## config.mk

```make
export PLATFORM = sky130hd
export DESIGN_NAME = ex_muldiv_unit_flat
export DESIGN_NICKNAME = d
export VERILOG_FILES = /design/src/rtl/ex_muldiv_unit_if.sv /design/src/rtl/ex_muldiv_unit.sv /design/src/flat_wrapper.sv
export SDC_FILE = /design/constraint.sdc
export NUM_CORES = 1
export LEC_CHECK = 0
export ABC_CLOCK_PERIOD_IN_PS = 11600
export BUFFER_PORTS_ARGS = -buffer_cell sky130_fd_sc_hd__buf_2
export CORE_ASPECT_RATIO = 1.75
export CORE_MARGIN = 2
export CORE_UTILIZATION = 25
export DETAILED_ROUTE_END_ITERATION = 7
export PLACE_DENSITY = 0.37
export SETUP_SLACK_MARGIN = 0.5
export SLEW_MARGIN = 20
export SYNTH_ARGS = -nofsm -noshare
export SYNTH_HDL_FRONTEND = slang
export SYNTH_SLANG_ARGS = --single-unit
```

## constraint.sdc

```tcl
create_clock -name clk -period 11.6 [get_ports clk]
set_input_delay 1.16 -clock clk [delete_from_list [all_inputs] [get_ports clk]]
set_output_delay 1.16 -clock clk [all_outputs]
set_load 0.05 [all_outputs]
```

## src/rtl/ex_muldiv_unit_if.sv

```systemverilog
// Execute-stage request/response bundle between the pipeline and the RV32M multiply/divide unit.
// E_MulDiv acts as the request valid: the pipeline holds it, and the operands, steady while E_MulDivStall is high.
// The unit accepts a request when it is idle and raises E_MulDivDone for one cycle with the result.
// E_Flush kills any request or operation in flight and has priority over a new start.
interface ex_muldiv_unit_if #(
    parameter int DATA_WIDTH = 32
);
    logic                  E_Flush;
    logic                  E_MulDiv;
    logic [2:0]            E_funct3;
    logic [DATA_WIDTH-1:0] E_SrcA;
    logic [DATA_WIDTH-1:0] E_SrcB;
    logic [4:0]            E_Rd;
    logic                  E_MulDivStall;
    logic                  E_MulDivDone;
    logic [DATA_WIDTH-1:0] E_MulDivResult;
    logic [4:0]            E_MulDivRd;

    modport master (
        output E_Flush, E_MulDiv, E_funct3, E_SrcA, E_SrcB, E_Rd,
        input  E_MulDivStall, E_MulDivDone, E_MulDivResult, E_MulDivRd
    );

    modport slave (
        input  E_Flush, E_MulDiv, E_funct3, E_SrcA, E_SrcB, E_Rd,
        output E_MulDivStall, E_MulDivDone, E_MulDivResult, E_MulDivRd
    );
endinterface

```

## src/rtl/ex_muldiv_unit.sv

```systemverilog
// Iterative RV32M multiply/divide unit: shift-add multiply and restoring divide on operand magnitudes,
// one bit per cycle, with single-cycle early completion for divide-by-zero and signed overflow.
module ex_muldiv_unit #(
    parameter int DATA_WIDTH = 32
) (
    input  logic             clk,
    input  logic             rst,
    ex_muldiv_unit_if.slave  mdu,
    output logic [1:0]       dbg_state
);
    localparam int W     = DATA_WIDTH;
    localparam int CNT_W = $clog2(DATA_WIDTH);

    localparam logic [1:0] S_IDLE = 2'd0;
    localparam logic [1:0] S_BUSY = 2'd1;
    localparam logic [1:0] S_DONE = 2'd2;

    logic [1:0]       state;
    logic [CNT_W-1:0] cnt;
    logic             is_div_q;
    logic             sel_rem_q;
    logic             mul_low_q;
    logic             res_neg_q;
    logic             rem_neg_q;
    logic [4:0]       rd_q;
    logic [2*W-1:0]   acc_q;
    logic [2*W-1:0]   mcand_q;
    logic [W-1:0]     mplier_q;
    logic [W-1:0]     rem_q;
    logic [W-1:0]     quo_q;
    logic [W-1:0]     divisor_q;
    logic [W-1:0]     result_q;
    logic [4:0]       result_rd_q;

    // Start-time decode of the instruction sitting in EX
    logic         start;
    logic         is_div;
    logic         a_signed;
    logic         b_signed;
    logic         a_neg;
    logic         b_neg;
    logic [W-1:0] a_mag;
    logic [W-1:0] b_mag;
    logic         div_by_zero;
    logic         div_ovf;
    logic [W-1:0] early_res;

    always_comb begin
        start       = (state == S_IDLE) && mdu.E_MulDiv && !mdu.E_Flush;
        is_div      = mdu.E_funct3[2];
        // MUL is treated as signed x signed; its low word is identical either way
        a_signed    = is_div ? !mdu.E_funct3[0] : (mdu.E_funct3[1:0] != 2'b11);
        b_signed    = is_div ? !mdu.E_funct3[0] : !mdu.E_funct3[1];
        a_neg       = a_signed && mdu.E_SrcA[W-1];
        b_neg       = b_signed && mdu.E_SrcB[W-1];
        a_mag       = a_neg ? -mdu.E_SrcA : mdu.E_SrcA;
        b_mag       = b_neg ? -mdu.E_SrcB : mdu.E_SrcB;
        div_by_zero = is_div && (mdu.E_SrcB == '0);
        div_ovf     = is_div && !mdu.E_funct3[0] && (mdu.E_SrcA == {1'b1, {(W-1){1'b0}}})
                      && (&mdu.E_SrcB);
        early_res   = '0;
        if (div_by_zero)
            early_res = mdu.E_funct3[1] ? mdu.E_SrcA : '1;
        else
            early_res = mdu.E_funct3[1] ? '0 : mdu.E_SrcA;
    end

    // One iteration of both datapaths; only the one matching the latched op is used
    logic [2*W-1:0] acc_nxt;
    logic [W:0]     rem_sh;
    logic [W:0]     rem_diff;
    logic           rem_ge;
    logic [W-1:0]   rem_nxt;
    logic [W-1:0]   quo_nxt;
    logic [2*W-1:0] prod_fix;
    logic [W-1:0]   mul_res;
    logic [W-1:0]   quo_fix;
    logic [W-1:0]   rem_fix;
    logic [W-1:0]   final_res;
    logic           last_iter;

    always_comb begin
        acc_nxt   = mplier_q[0] ? (acc_q + mcand_q) : acc_q;
        rem_sh    = {rem_q, quo_q[W-1]};
        rem_diff  = rem_sh - {1'b0, divisor_q};
        rem_ge    = (rem_sh >= {1'b0, divisor_q});
        rem_nxt   = rem_ge ? rem_diff[W-1:0] : rem_sh[W-1:0];
        quo_nxt   = {quo_q[W-2:0], rem_ge};
        prod_fix  = res_neg_q ? -acc_nxt : acc_nxt;
        mul_res   = mul_low_q ? prod_fix[W-1:0] : prod_fix[2*W-1:W];
        quo_fix   = res_neg_q ? -quo_nxt : quo_nxt;
        rem_fix   = rem_neg_q ? -rem_nxt : rem_nxt;
        final_res = is_div_q ? (sel_rem_q ? rem_fix : quo_fix) : mul_res;
        last_iter = (cnt == CNT_W'(W-1));
    end

    always_ff @(posedge clk or posedge rst) begin
        if (rst) begin
            state       <= S_IDLE;
            cnt         <= '0;
            is_div_q    <= 1'b0;
            sel_rem_q   <= 1'b0;
            mul_low_q   <= 1'b0;
            res_neg_q   <= 1'b0;
            rem_neg_q   <= 1'b0;
            rd_q        <= '0;
            acc_q       <= '0;
            mcand_q     <= '0;
            mplier_q    <= '0;
            rem_q       <= '0;
            quo_q       <= '0;
            divisor_q   <= '0;
            result_q    <= '0;
            result_rd_q <= '0;
        end else begin
            case (state)
                S_IDLE: begin
                    if (start) begin
                        is_div_q  <= is_div;
                        sel_rem_q <= mdu.E_funct3[1];
                        mul_low_q <= (mdu.E_funct3[1:0] == 2'b00);
                        res_neg_q <= a_neg ^ b_neg;
                        rem_neg_q <= a_neg;
                        rd_q      <= mdu.E_Rd;
                        acc_q     <= '0;
                        mcand_q   <= {{W{1'b0}}, a_mag};
                        mplier_q  <= b_mag;
                        rem_q     <= '0;
                        quo_q     <= a_mag;
                        divisor_q <= b_mag;
                        cnt       <= '0;
                        if (div_by_zero || div_ovf) begin
                            result_q    <= early_res;
                            result_rd_q <= mdu.E_Rd;
                            state       <= S_DONE;
                        end else begin
                            state <= S_BUSY;
                        end
                    end
                end
                S_BUSY: begin
                    if (mdu.E_Flush) begin
                        state <= S_IDLE;
                    end else begin
                        acc_q    <= acc_nxt;
                        mcand_q  <= mcand_q << 1;
                        mplier_q <= mplier_q >> 1;
                        rem_q    <= rem_nxt;
                        quo_q    <= quo_nxt;
                        cnt      <= cnt + CNT_W'(1);
                        if (last_iter) begin
                            result_q    <= final_res;
                            result_rd_q <= rd_q;
                            state       <= S_DONE;
                        end
                    end
                end
                S_DONE: state <= S_IDLE;
                default: state <= S_IDLE;
            endcase
        end
    end

    // A flush landing in the DONE cycle kills the op, so the pulse is masked
    assign mdu.E_MulDivStall  = start || (state == S_BUSY);
    assign mdu.E_MulDivDone   = (state == S_DONE) && !mdu.E_Flush;
    assign mdu.E_MulDivResult = result_q;
    assign mdu.E_MulDivRd     = result_rd_q;
    assign dbg_state          = state;
endmodule

```

## src/flat_wrapper.sv

```systemverilog
// flat-port wrapper written by rule: the top's interface ports become plain ports
module ex_muldiv_unit_flat 
#(
    parameter int DATA_WIDTH = 32
)
  (clk, rst, dbg_state, mdu_E_Flush, mdu_E_MulDiv, mdu_E_funct3, mdu_E_SrcA, mdu_E_SrcB, mdu_E_Rd, mdu_E_MulDivStall, mdu_E_MulDivDone, mdu_E_MulDivResult, mdu_E_MulDivRd);
  ex_muldiv_unit_if #(.DATA_WIDTH(DATA_WIDTH)) mdu_i ();
  input  logic clk;
  input  logic rst;
  output logic [1:0] dbg_state;
  input wire logic [$bits(mdu_i.E_Flush)-1:0] mdu_E_Flush;
  input wire logic [$bits(mdu_i.E_MulDiv)-1:0] mdu_E_MulDiv;
  input wire logic [$bits(mdu_i.E_funct3)-1:0] mdu_E_funct3;
  input wire logic [$bits(mdu_i.E_SrcA)-1:0] mdu_E_SrcA;
  input wire logic [$bits(mdu_i.E_SrcB)-1:0] mdu_E_SrcB;
  input wire logic [$bits(mdu_i.E_Rd)-1:0] mdu_E_Rd;
  output wire logic [$bits(mdu_i.E_MulDivStall)-1:0] mdu_E_MulDivStall;
  output wire logic [$bits(mdu_i.E_MulDivDone)-1:0] mdu_E_MulDivDone;
  output wire logic [$bits(mdu_i.E_MulDivResult)-1:0] mdu_E_MulDivResult;
  output wire logic [$bits(mdu_i.E_MulDivRd)-1:0] mdu_E_MulDivRd;
  assign mdu_i.E_Flush = mdu_E_Flush;
  assign mdu_i.E_MulDiv = mdu_E_MulDiv;
  assign mdu_i.E_funct3 = mdu_E_funct3;
  assign mdu_i.E_SrcA = mdu_E_SrcA;
  assign mdu_i.E_SrcB = mdu_E_SrcB;
  assign mdu_i.E_Rd = mdu_E_Rd;
  assign mdu_E_MulDivStall = mdu_i.E_MulDivStall;
  assign mdu_E_MulDivDone = mdu_i.E_MulDivDone;
  assign mdu_E_MulDivResult = mdu_i.E_MulDivResult;
  assign mdu_E_MulDivRd = mdu_i.E_MulDivRd;
  ex_muldiv_unit #(.DATA_WIDTH(DATA_WIDTH)) u_core (.clk(clk), .rst(rst), .mdu(mdu_i), .dbg_state(dbg_state));
endmodule
```

; Word-level counts from Yosys, hierarchy flattened
; Cells that the tools add are included.
[op_classes]
eq_ne = 10
reduce_logical = 23
mux = 48
bitwise_logic = 1
n_addsub = 8
magnitude_cmp = 1
[ops]
columns = op, n
row1 = $mux W32, 21
row2 = $mux W64, 6
row3 = $pmux W32 S2, 4
row4 = $pmux W64 S2, 2
row5 = $neg A32 Y32, 4
row6 = $add A64 B64 Y64, 1
row7 = $neg A64 Y64, 1
row8 = $ge A33 B32 Y1, 1
row9 = $eq A32 B32 Y1 const B, 1
row10 = $logic_not A32 Y1, 1
row11 = $reduce_and A32 Y1, 1
row12 = $sub A32 B32 Y32, 1
row13 = $mux W5, 6
row14 = $pmux W5 S2, 2
row15 = $logic_and A1 B1 Y1, 9
row16 = $mux W2, 4
row17 = $ne A2 B2 Y1 const B, 3
row18 = $add A5 B1 Y5 const B, 1
row19 = $eq A5 B5 Y1 const B, 1
row20 = $reduce_and A5 Y1, 1
row21 = $logic_not A2 Y1, 2
row22 = $ne A2 B1 Y1 const B, 2
row23 = $pmux W2 S2, 1
row24 = $reduce_and A2 Y1, 2
row25 = other kinds (9), 13
[word_totals]
out_inout_bits = 41
in_bits = 76
reg_bits = 310
wordCells = 107

; Logic depth before layout (Yosys ltp)
; Gate-level depths: netlist of run 1.
[logic_depth]
ltp_word = 9
ltp_mapped = 26
mapped_depth_nobuf = 22

; Least setup slack after synthesis of run 1
; No wires, ideal clock.
[synth_timing]
path_type = register to register
start = register u_core.rem_q[4]
end = register u_core.result_q[28] (netlist: u_core.mdu.E_MulDivResult[28])
t_required_ps = 11504
synth_period_minus_slack_ps = 5640
setup_slack_ps = 5960
arrival_time_ps = 5544
path_buffers = 4
stages_incl_launch_ff = 22
setup_time_ps = 96
cell_sequence = dfrtp_1 ha_1 clkbuf_1 nand2_1 o21a_1 a311oi_1 o2111ai_1 nand3_1 buf_1 buf_2 buf_1 mux2i_1 ha_1 nand3b_1 or4b_2 nor3_1 a41oi_1 nand2b_1 o31ai_1 xor2_1 o221ai_1 a311oi_2
[synth_via]
elab_chain_cells = 9
elab_cells_between_ends = 12
classes_between = add/sub: 3 / order compare: 1 / mux: 8
[synth_lines]
columns = element, line_no
row1 = from (decl), ex_muldiv_unit.sv:29  ; logic [W-1:0] rem_q;
row2 = from (signal assigned), ex_muldiv_unit.sv:148  ; rem_q <= rem_nxt;
row3 = $sub A32 B32 Y32 / $ge A33 B32 Y1 (equally long branches), "ex_muldiv_unit.sv:85, ex_muldiv_unit.sv:86"
row4 = $mux W32, ex_muldiv_unit.sv:87  ; rem_nxt = rem_ge ? rem_diff[W-1:0] : rem_sh[W-1:0];
row5 = $neg A32 Y32, ex_muldiv_unit.sv:92  ; rem_fix = rem_neg_q ? -rem_nxt : rem_nxt;
row6 = $mux W32, ex_muldiv_unit.sv:92
row7 = $mux W32 (*) (2 in a row), ex_muldiv_unit.sv:93  ; final_res = is_div_q ? (sel_rem_q ? rem_fix : quo_fix) : mul_res;
row8 = $mux W32 (*), ex_muldiv_unit.sv:151  ; if (last_iter) begin
row9 = $mux W32 (*), ex_muldiv_unit.sv:142  ; if (mdu.E_Flush) begin
row10 = $pmux W32 S2 (*), ex_muldiv_unit.sv:116  ; case (state)
row11 = to (signal assigned), ex_muldiv_unit.sv:133  ; result_q <= early_res;
row12 = to (signal assigned), ex_muldiv_unit.sv:152  ; result_q <= final_res;
row13 = to (decl), ex_muldiv_unit.sv:32  ; logic [W-1:0] result_q;
; Every way passes the cells marked *; elsewhere a longest branch is shown, timed or not. The select of a mux whose other input is x is not followed.
; A chain may end at the register's enable or synchronous reset.

; Worst setup path in the final report of run 1
[layout_timing]
start = register u_core.rem_q[2]
end = register u_core.result_q[28] (netlist: u_core.mdu.E_MulDivResult[28])
; The elaborated chain is that of the path after synthesis.

==> run metrics, run 1 <==
num rows=between 150 and 200; Initial Util=25.12%; TritonCTS clock tree=built; remaining antenna violation count after routing=0; startpoint kind of the worst setup timing path=register; result of the run=complete, no violations; Slew Viols, Final=0; clock sink count=310; critical path's slowest cell=sky130_fd_sc_hd__a311oi_1; data arrival time of the worst path=7.07 ns; violation count after the first detailed-routing iteration=1744; number of register bits inferred by synthesis=slightly above 300; Longest Clk Path Bufs=3; vertical extent of the die=434.8 um; Top-Level Pins=between 100 and 150; post-synthesis sequential area ratio=29.26%; Worst R2R Setup Slack=approximately 5.0 ns; master cell of the clock root buffer=sky130_fd_sc_hd__clkbuf_16; CP Launch Point=u_core.rem_q[2]; gate count of the mapped netlist=3374; post-CTS sizing=0; total congestion overflow=0; residual DRC count=0; dominant cells by area after synthesis=sky130_fd_sc_hd__dfrtp_1 (29%), sky130_fd_sc_hd__o21ai_0 (6.5%), sky130_fd_sc_hd__nand2_1 (6.1%); leakage dissipation=0.01219 uW; most instantiated cells after synthesis=sky130_fd_sc_hd__nand2_1 (428), sky130_fd_sc_hd__o21ai_0 (342), sky130_fd_sc_hd__dfrtp_1 (310); unrepaired setup endpoints after global routing=no; VDD IR max=0.1024 mV; fraction of registers with async set or reset after synthesis=100.0%; worst min-delay path category=register to register; routability congestion estimate from global placement=0.9926; final worst setup slack=5.047 ns; maximum net fanout on the critical path=31; filler cell count in the final layout=11650; CP cell instances=ha_1 -> o21ai_0 -> a21o_1 -> a311oi_1 -> o2111ai_1 -> nand3_2 -> buf_4 -> mux2i_1 -> ha_1 -> nand2_1 -> nand4b_1 -> or3_1 -> nor4_1 -> a41oi_1 -> nand2b_1 -> o31ai_1 -> xor2_1 -> o221ai_1 -> a311oi_2; Core Footprint=105600 um2; setup TNS=0 ns; Yosys warning total=0; clock-pin slew on the worst setup and hold paths=around 0.07 ns; initial antenna violation count=19; number of global-route vias before repair=27170; wire length of the first global-routing pass=195700 um; final setup violation count=0; Rel. slew slack=around a fifth; capture point of the worst reg-to-reg path=u_core.mdu.E_MulDivResult[28]; minimum period implied by the final worst setup slack=6.553 ns; total half-perimeter wirelength after legalization and detailed placement=110100 um; fin cells=4759; fin nets=3543; Final Hold Vio Count=0; # port buffers=about 120; Required @ worst endpoint=12.12 ns; post-place setup slack=4.959 ns; cells on worst reg2reg path=19; utilization after layout=28.23%; drt via density=5.619; average wire per cell in the routed design=about 29 um; element type at the critical path end=register; slowest stage delay, CP=about 0.81 ns; part of the cycle the worst path needs=56.49%; Routed WL=137500 um; full die area=108800 um2; share of final-layout standard cells stronger than drive strength 1=9.985%; final worst clock skew=0.02555 ns; post-CTS setup repair buffer count=0; transition time at the pin with the least slew margin=1.181 ns; later-pin clock latency in the skew report=0.62 ns; Area growth syn-to-layout=12.41%; max frequency=roughly 150 MHz; P per Cell Area=around 270 nW/um2; crit path kind=register to register; share of the synthesized area in the top cell type=29.26%; Max H-tree Level=2; most frequently used cell type in the post-synthesis netlist=sky130_fd_sc_hd__nand2_1; library cell appearing most often on the critical path=sky130_fd_sc_hd__ha_1; launch instance of the worst register-to-register path=u_core.rem_q[2]; cell taking the most area after synthesis=sky130_fd_sc_hd__dfrtp_1; all-layer global routing usage=between 20 and 25%; worst setup path endpoint=u_core.mdu.E_MulDivResult[28]; placed insts=about 4700; summed instance area of the synthesized netlist=approximately 27000 um2; most instantiated flip-flop cell in the synthesis netlist=sky130_fd_sc_hd__dfrtp_1; number of synthesized flops with an enable pin=0; mean post-synth cell area=7.858 um2; maximum number of pins on one net before global-route repair=161; Horiz. Die Dim=between 200 and 300 um; vias after detailed routing=26740; iteration count of the initial detailed-routing pass=8; total clock buffers created by CTS=slightly above 40; post-synth net total=3555; CTS Hold Buffers Added=0; Unique masters post-synth=about 110; overall power of the completed layout=7914 uW; reported max-cap violation count=0
-- state kept, by name, summed over array words and instances (netlist names), 2 cells and up --
name                       flops
u_core.quo_q                  32
u_core.divisor_q              32
u_core.acc_q                  64
u_core.mplier_q               32
u_core.mcand_q                64
u_core.rem_q                  32
u_core.mdu.E_MulDivRd          5
u_core.rd_q                    5
u_core.cnt                     5
u_core.dbg_state               2
u_core.mdu.E_MulDivResult     32
-- metrics by stage --
step | hold slack (ns) | cell area (um2)
floorplan | 0.4455 | 26510
detailed placement | 0.4622 | 28400
CTS | 0.4784 | 29790
finish | 0.4753 | 29800
global placement | 0.4568 | 28400
global route | 0.4981 | 29800
-- placed cells by master, fill, tap and decap left out, types with 44 or more instances in the layout --
cell                      instances
sky130_fd_sc_hd__xor2_1          73
sky130_fd_sc_hd__o21ai_0        340
sky130_fd_sc_hd__a22o_1          55
sky130_fd_sc_hd__dfrtp_1        307
sky130_fd_sc_hd__buf_2          116
sky130_fd_sc_hd__nand3_1         58
sky130_fd_sc_hd__a21oi_1        275
sky130_fd_sc_hd__nand2_1        428
sky130_fd_sc_hd__mux2i_1         66
sky130_fd_sc_hd__buf_4           61
sky130_fd_sc_hd__or3_1           45
sky130_fd_sc_hd__ha_1           103
sky130_fd_sc_hd__nor4_1          47
sky130_fd_sc_hd__inv_1           89
sky130_fd_sc_hd__nor3_1          96
sky130_fd_sc_hd__nor2_1         254
sky130_fd_sc_hd__a31oi_1         44
sky130_fd_sc_hd__nand4_1         74
sky130_fd_sc_hd__a221o_1         70
sky130_fd_sc_hd__xnor2_1        101
-- report_power, final --
part	total [uW]	switching (uW)	internal, uW	leakage (uW)
registers	1740	369	1370	0.00403
logic	4790	3290	1500	0.00748
clock network	1380	591	793	0.000678
total	7910	4250	3660	0.0122
-- final cells by class --
class,count,area [um2],share of cell area (%)
clock inverter,18,186.4,0.6255
tap,1360,1702,5.709
antenna,4,10.01,0.03359
multi-input combinational,2738,17520,58.80
inverter,93,356.6,1.196
clock buffer,58,1202,4.034
timing repair buffer,178,1059,3.552
sequential,310,7764,26.05
-- cells by family after synthesis --
logic type,after synthesis,share of synthesized area (%)
buffers and inverters,326,4.894
and+or+nand+nor,1188,21.90
muxes,76,2.987
DFF,310,29.26
adders and majority gates,113,5.314
AOI/OAI and AO/OA,1187,29.90
xor gates and xnor gates,174,5.748
-- critical path, delay by kind of cell (launching register included) --
family / cells / cell delay [ns]
xor+xnor: 1 / 0.19
buf+inv: 1 / 0.44
flops: 1 / 0.45
simple gates: 6 / 1.75
fa+ha+maj: 2 / 0.68
compound gates: 8 / 2.56
mux: 1 / 0.35
-- worst min path at each step --
stage,slack [ns],startpoint,end,cells past startpoint
after global placement,0.46,u_core.mdu.E_MulDivResult[8],u_core.mdu.E_MulDivResult[8],2
after CTS,0.48,u_core.rd_q[3],u_core.rd_q[3],2
after detailed placement,0.46,u_core.rd_q[3],u_core.rd_q[3],2
after global routing,0.50,u_core.rd_q[1],u_core.rd_q[1],2
after floorplan,0.45,u_core.rd_q[0],u_core.rd_q[0],2
final,0.48,u_core.rd_q[3],u_core.rd_q[3],2
-- metal layers --
| metal | wire length, um | share of wire, % | GRT usage, % | vias to the layer above |
|---|---|---|---|---|
| met4 | 12220 | 8.9 | 18.73 | 30 |
| met3 | 4975 | 3.6 | 3.283 | 318 |
| met1 | 46510 | 34 | 23.65 | 13090 |
| met5 | 174 | 0.13 | 0 | - |
| met2 | 73570 | 54 | 46.96 | 718 |
| li1 | - | - | - | 12580 |
Power figures use the tool's default switching activity.
==> run 2, diff against run 1 <==
--- a/config.mk
+++ b/config.mk
@@ -5,7 +5,7 @@
 export SDC_FILE = /design/constraint.sdc
 export NUM_CORES = 1
 export LEC_CHECK = 0
-export ABC_CLOCK_PERIOD_IN_PS = 11600
+export ABC_CLOCK_PERIOD_IN_PS = 6700
 export BUFFER_PORTS_ARGS = -buffer_cell sky130_fd_sc_hd__buf_2
 export CORE_ASPECT_RATIO = 1.75
 export CORE_MARGIN = 2
==> constraint.sdc (replaced) <==
create_clock -name clk -period 6.7 [get_ports clk]
set_input_delay 0.67 -clock clk [delete_from_list [all_inputs] [get_ports clk]]
set_output_delay 0.67 -clock clk [all_outputs]
set_load 0.05 [all_outputs]
==> run 2 against run 1 <==
  * Clock power increased by 63%
  * Cell count increased by 0.42%
  * Critical path depth decreased by 2
  * Global-route usage shrank 0.058 points
  * Register-to-register slack worse by 4.3 ns
  * Combinational power rose by 70%
  * Die area stayed put
  * Clock skew is 0.0068 ns lower
  * Fmax is 11% higher
  * Wire length shrank 0.23%
==> run metrics, run 2 (same netlist as run 1, synthesis figures left out) <==
element type at the critical path end=register (unchanged); setup TNS=0 ns (unchanged); leakage dissipation=0.01226 uW (was 0.01219 uW); reported max-cap violation count=0 (unchanged); final worst clock skew=0.01871 ns (was 0.02555 ns); total clock buffers created by CTS=38 (was 41); Rel. slew slack=20.38% (was 20.41%); iteration count of the initial detailed-routing pass=5 (was 8); remaining antenna violation count after routing=0 (unchanged); startpoint kind of the worst setup timing path=register (unchanged); placed insts=4703 (was 4679); violation count after the first detailed-routing iteration=1834 (was 1744); all-layer global routing usage=24.56% (was 24.61%); Max H-tree Level=2 (unchanged); unrepaired setup endpoints after global routing=no (unchanged); vertical extent of the die=434.8 um (unchanged); Area growth syn-to-layout=12.78% (was 12.41%); Worst R2R Setup Slack=0.79 ns (was 5.05 ns); P per Cell Area=449.2 nW/um2 (was 265.5 nW/um2); full die area=108800 um2 (unchanged); num rows=158 (unchanged); transition time at the pin with the least slew margin=1.182 ns (was 1.181 ns); Slew Viols, Final=0 (unchanged); launch instance of the worst min-delay path=mdu_E_Rd[3] (was u_core.rd_q[3]); VDD IR max=0.2271 mV (was 0.1024 mV); clock network power share=16.8% (was 17.5%); maximum number of pins on one net before global-route repair=133 (was 161); number of global-route vias before repair=27380 (was 27170); residual DRC count=0 (unchanged); master cell of the clock root buffer=sky130_fd_sc_hd__clkbuf_16 (unchanged); commonest cells after routing, fill and taps aside=sky130_fd_sc_hd__nand2_1 (428), sky130_fd_sc_hd__o21ai_0 (341), sky130_fd_sc_hd__dfrtp_1 (307) (was sky130_fd_sc_hd__nand2_1 (428), sky130_fd_sc_hd__o21ai_0 (340), sky130_fd_sc_hd__dfrtp_1 (307)); Top-Level Pins=117 (unchanged); max frequency=169.2 MHz (was 152.6 MHz); Longest Clk Path Bufs=3 (unchanged); drt via density=5.654 (was 5.619); wire length of the first global-routing pass=195900 um (was 195700 um); maximum net fanout on the critical path=6 (was 31); sw frac=53.38% (was 53.74%); cell internal pwr=6262 uW (was 3661 uW); clock-pin slew on the worst setup and hold paths=0.06 ns (was 0.07 ns); minimum period implied by the final worst setup slack=5.911 ns (was 6.553 ns); leading registers by flop count=u_core.acc_q x64, u_core.mcand_q x64 (unchanged); cells on worst reg2reg path=17 (was 19); most common library cell in the layout ignoring fill and taps=sky130_fd_sc_hd__nand2_1 (unchanged); routability congestion estimate from global placement=0.9907 (was 0.9926); post-CTS setup repair buffer count=0 (unchanged); share of final-layout standard cells stronger than drive strength 1=10.37% (was 9.985%); Hold EP=u_core.rd_q[3] (unchanged); Worst Hold Margin=0.2907 ns (was 0.4753 ns); Flop pwr share=22.8% (was 21.9%); crit path kind=register to register (unchanged); overall power of the completed layout=13430 uW (was 7914 uW); # port buffers=116 (unchanged); part of the cycle the worst path needs=88.23% (was 56.49%); Horiz. Die Dim=250.2 um (unchanged); initial antenna violation count=19 (unchanged); Required @ worst endpoint=7.20 ns (was 12.12 ns); filler cell count in the final layout=11710 (was 11650); result of the run=complete, no violations (unchanged); hold path depth=3 (was 2); TritonCTS clock tree=built (unchanged); fin nets=3565 (was 3543); Core Footprint=105600 um2 (unchanged); vias after detailed routing=27020 (was 26740); Initial Util=25.12% (unchanged); worst min-delay path category=input port to register (was register to register); capture point of the worst reg-to-reg path=u_core.mdu.E_MulDivResult[28] (unchanged); launch instance of the worst register-to-register path=u_core.mcand_q[0] (was u_core.rem_q[2]); clock sink count=310 (unchanged); total congestion overflow=0 (unchanged); Routed WL=137100 um (was 137500 um); fin cells=4779 (was 4759); total half-perimeter wirelength after legalization and detailed placement=110900 um (was 110100 um); final setup violation count=0 (unchanged); average wire per cell in the routed design=28.70 um (was 28.88 um); Psw=7169 uW (was 4253 uW); later-pin clock latency in the skew report=0.60 ns (was 0.62 ns); data arrival time of the worst path=6.42 ns (was 7.07 ns); Final Hold Vio Count=0 (unchanged); Comb pwr share=60.4% (was 60.6%)
==> run 2: worst max path at each step <==
stage / cells past startpoint / to / startpoint / slack (ns)
6_report: 17 / u_core.mdu.E_MulDivResult[28] / u_core.mcand_q[0] / 0.79
2_1_floorplan: 21 / u_core.mdu.E_MulDivResult[28] / u_core.rem_q[4] / 1.06
4_1_cts: 18 / u_core.mdu.E_MulDivResult[28] / u_core.rem_q[2] / 0.52
3_5_place_dp: 18 / u_core.mdu.E_MulDivResult[28] / u_core.rem_q[2] / 0.54
5_1_grt: 16 / u_core.mdu.E_MulDivResult[29] / u_core.mcand_q[0] / 0.54
3_3_place_gp: 18 / u_core.mdu.E_MulDivResult[28] / u_core.rem_q[2] / 0.68
==> run 2: cell type report <==
| cell class | count | area [um2] | area share, % |
|---|---|---|---|
| Timing Repair Buffer | 203 | 1261 | 4.218 |
| Inverter | 93 | 352.8 | 1.180 |
| Multi-Input combinational cell | 2738 | 17530 | 58.61 |
| Clock inverter | 13 | 148.9 | 0.4979 |
| Clock buffer | 56 | 1132 | 3.787 |
| Antenna cell | 6 | 15.01 | 0.05021 |
| Tap cell | 1360 | 1702 | 5.691 |
| Sequential cell | 310 | 7764 | 25.96 |
==> run 2: power by group through the flow <==
stage	clock network, uW	registers (uW)	logic (uW)
after global placement	0	3090	8100
after global routing	2370	3120	8730
after CTS	2330	3060	8090
after detailed placement	0	3090	8060
after floorplan	0	3080	5100
final	2250	3060	8120
==> run 2: per-layer routing <==
metal / global-route usage (%) / wire length, um
met1: 23.33 / 45960
met4: 18.48 / 12040
met2: 47.37 / 73940
met3: 3.140 / 5064
met5: 0 / 142
==> run 2: timing repair <==
action,in CTS,in global routing
gates resized for setup,0,2
hold endpoints to repair,4,0
hold buffers,1,0
endpoints found under the setup margin,0,4
==> run 2: worst max-delay path, stage by stage (launching register included) <==
cell	delay (ns)
sky130_fd_sc_hd__dfrtp_1	0.39
sky130_fd_sc_hd__ha_1	0.19
sky130_fd_sc_hd__inv_1	0.05
sky130_fd_sc_hd__fa_1	0.37
sky130_fd_sc_hd__and2b_1	0.32
sky130_fd_sc_hd__o31a_1	0.29
sky130_fd_sc_hd__o211ai_1	0.30
sky130_fd_sc_hd__a2111o_1	0.63
sky130_fd_sc_hd__a211oi_1	0.72
sky130_fd_sc_hd__mux2i_1	0.26
sky130_fd_sc_hd__o311a_1	0.18
sky130_fd_sc_hd__buf_4	0.15
sky130_fd_sc_hd__and4bb_2	0.28
sky130_fd_sc_hd__nor3b_2	0.45
sky130_fd_sc_hd__nand3_2	0.25
sky130_fd_sc_hd__or4_1	0.54
sky130_fd_sc_hd__and3_1	0.22
sky130_fd_sc_hd__a311oi_2	0.23
==> run 2: through the flow <==
| stage | utilization, % | cell area (um2) | setup slack [ns] |
|---|---|---|---|
| 6_report | 28.33 | 29900 | 0.7886 |
| 5_1_grt | 28.32 | 29890 | 0.5416 |
| 4_1_cts | 28.30 | 29870 | 0.5163 |
| 3_5_place_dp | 27.08 | 28580 | 0.5358 |
| 3_3_place_gp | 27.08 | 28580 | 0.6761 |
| 2_1_floorplan | - | 26520 | 1.060 |
==> run 3, diff against run 2 <==
--- a/config.mk
+++ b/config.mk
@@ -9,9 +9,9 @@
 export BUFFER_PORTS_ARGS = -buffer_cell sky130_fd_sc_hd__buf_2
 export CORE_ASPECT_RATIO = 1.75
 export CORE_MARGIN = 2
-export CORE_UTILIZATION = 25
+export CORE_UTILIZATION = 38
 export DETAILED_ROUTE_END_ITERATION = 7
-export PLACE_DENSITY = 0.37
+export PLACE_DENSITY = 0.52
 export SETUP_SLACK_MARGIN = 0.5
 export SLEW_MARGIN = 20
 export SYNTH_ARGS = -nofsm -noshare
==> run 3 against run 2 <==
  * Core utilization is 14 points higher
  * Sequential share of layout area up 0.59 points
  * Critical path depth is 1 lower
  * Global-route usage rose by 9.4 points
  * Highest routed layer unchanged
  * Non-clock buffer count shrank 8
==> run metrics, run 3 (same netlist as run 1, synthesis figures left out) <==
num rows=128 (was 158); transition time at the pin with the least slew margin=1.171 ns (was 1.182 ns); Area growth syn-to-layout=10.27% (was 12.78%); total half-perimeter wirelength after legalization and detailed placement=97660 um (was 110900 um); commonest cells after routing, fill and taps aside=sky130_fd_sc_hd__nand2_1 (428), sky130_fd_sc_hd__o21ai_0 (341), sky130_fd_sc_hd__dfrtp_1 (307) (unchanged); total congestion overflow=0 (unchanged); worst min-delay path category=input port to asynchronous set/reset pin (was input port to register); setup TNS=0 ns (unchanged); clock-pin slew on the worst setup and hold paths=0.06 ns (about the same); final worst clock skew=0.02968 ns (was 0.01871 ns); drt via density=6.372 (was 5.654); Rel. slew slack=21.22% (was 20.38%); element type at the critical path end=register (unchanged); reported max-cap violation count=0 (unchanged); Stages on worst setup path=16 (was 17); Routed WL=124200 um (was 137100 um); max frequency=168.3 MHz (was 169.2 MHz); Initial Util=38.23% (was 25.12%); P per Cell Area=447.9 nW/um2 (was 449.2 nW/um2); fin cells=4316 (was 4779); Horiz. Die Dim=203.7 um (was 250.2 um); number of buffer and inverter instances along the worst setup path=1 (was 2); routability congestion estimate from global placement=1.012 (was 0.9907); Longest Clk Path Bufs=3 (unchanged); VDD IR max=0.3769 mV (was 0.2271 mV); result of the run=complete, no violations (unchanged); Worst Hold Margin=0.04747 ns (was 0.2907 ns); full die area=71990 um2 (was 108800 um2); vertical extent of the die=353.4 um (was 434.8 um); minimum period implied by the final worst setup slack=5.942 ns (was 5.911 ns); CTS Hold Buffers Added=0 (was 1); remaining antenna violation count after routing=0 (unchanged); Multi-input gate area=17540 um2 (was 17530 um2); share of final-layout standard cells stronger than drive strength 1=10.41% (was 10.37%); all-layer global routing usage=33.97% (was 24.56%); CP cell instances=ha_1 -> inv_1 -> fa_1 -> and2b_1 -> o31a_1 -> o21ai_1 -> o21ai_1 -> xor2_1 -> o31ai_4 -> o211ai_1 -> or4_2 -> or3_1 -> o31ai_1 -> xor2_1 -> o211ai_1 -> o211ai_1 (was ha_1 -> inv_1 -> fa_1 -> and2b_1 -> o31a_1 -> o211ai_1 -> a2111o_1 -> a211oi_1 -> mux2i_1 -> o311a_1 -> buf_4 -> and4bb_2 -> nor3b_2 -> nand3_2 -> or4_1 -> and3_1 -> a311oi_2); Required @ worst endpoint=7.14 ns (was 7.20 ns); library cell appearing most often on the critical path=sky130_fd_sc_hd__o211ai_1; # port buffers=116 (unchanged); Core Footprint=69350 um2 (was 105600 um2); maximum number of pins on one net before global-route repair=213 (was 133); leading registers by flop count=u_core.acc_q x64, u_core.mcand_q x64 (unchanged); fin nets=3555 (was 3565); violation count after the first detailed-routing iteration=2330 (was 1834); part of the cycle the worst path needs=88.69% (was 88.23%); most common library cell in the layout ignoring fill and taps=sky130_fd_sc_hd__nand2_1 (unchanged); placed insts=4246 (was 4703); total clock buffers created by CTS=36 (was 38); startpoint kind of the worst setup timing path=register (unchanged); post-CTS sizing=0 (unchanged); Final Hold Vio Count=0 (unchanged); slowest stage delay, CP=0.75 ns (was 0.72 ns); Top-Level Pins=117 (unchanged); vias after detailed routing=27500 (was 27020); filler cell count in the final layout=7020 (was 11710); data arrival time of the worst path=6.38 ns (was 6.42 ns); area of all sequential standard cells=7764 um2 (unchanged); Slew Viols, Final=0 (unchanged); number of global-route vias before repair=27400 (was 27380); Max H-tree Level=2 (unchanged); post-CTS setup repair buffer count=0 (unchanged); critical path's slowest cell=sky130_fd_sc_hd__or4_2 (was sky130_fd_sc_hd__a211oi_1); final setup violation count=0 (unchanged); category of cells accounting for the largest share of critical-path delay=compound AO/OA/AOI/OAI gates (unchanged); iteration count of the initial detailed-routing pass=5 (unchanged); unrepaired setup endpoints after global routing=no (unchanged); residual DRC count=0 (unchanged); initial antenna violation count=12 (was 19); master cell of the clock root buffer=sky130_fd_sc_hd__clkbuf_16 (unchanged); clock sink count=310 (unchanged); crit path kind=register to register (unchanged); cells on worst reg2reg path=16 (was 17); later-pin clock latency in the skew report=0.60 ns (about the same); TritonCTS clock tree=built (unchanged); maximum net fanout on the critical path=5 (was 6); average wire per cell in the routed design=28.77 um (was 28.70 um); leakage dissipation=0.01221 uW (was 0.01226 uW); wire length of the first global-routing pass=181100 um (was 195900 um)
[run 3: cell types whose count changed in the layout (fill, tap and decap cells not counted), sizes merged]
cell         change
inv              +4
dlygate4sd3      -1
diode            -2
clkbuf          -13
clkinv           +3
clkinvlp         +3
buf              -7
[run 3: final timing paths]
path	to	start	slack, ns
max	u_core.mdu.E_MulDivResult[4]	u_core.mcand_q[0]	0.76
min	u_core.acc_q[6]	rst	0.05
max reg2reg	u_core.mdu.E_MulDivResult[4]	u_core.mcand_q[0]	0.76
min reg2reg	u_core.mdu.E_MulDivResult[8]	u_core.mdu.E_MulDivResult[8]	0.48
max in group asynchronous	u_core.mplier_q[0]	rst	4.90
min in group clk	u_core.rd_q[0]	mdu_E_Rd[0]	0.29
[run 3: area by class of cell]
| type | count | share of cell area, % |
|---|---|---|
| multi-input combinational | 2738 | 59.99 |
| sequential | 310 | 26.55 |
| timing repair buffer | 195 | 4.143 |
| tap | 910 | 3.894 |
| clock buffer | 43 | 3.342 |
| inverter | 93 | 1.207 |
| clock inverter | 23 | 0.8345 |
| antenna | 4 | 0.03424 |
[run 3: routing by layer]
metal | share of wire [%] | wire length, um | track usage (%)
met1 | 34 | 41840 | 33.77
met2 | 50 | 62550 | 60.84
met4 | 11 | 13140 | 29.78
met5 | 0.074 | 92 | 0
met3 | 5.3 | 6576 | 5.237
[run 3: report_power, final]
group | switching (uW) | internal [uW]
registers | 616 | 2360
clock network | 969 | 1180
logic | 5360 | 2610
[run 3: metrics by stage]
stage	utilization, %	worst slack, ns	total power (uW)	cell area [um2]
after floorplan	-	1.060	8185	26520
after global placement	40.34	0.8891	10780	27970
after detailed placement	40.38	0.8982	10810	28000
after CTS	42.14	0.8355	13010	29220
after global routing	42.15	0.5613	13840	29230
final	42.16	0.7579	13090	29240
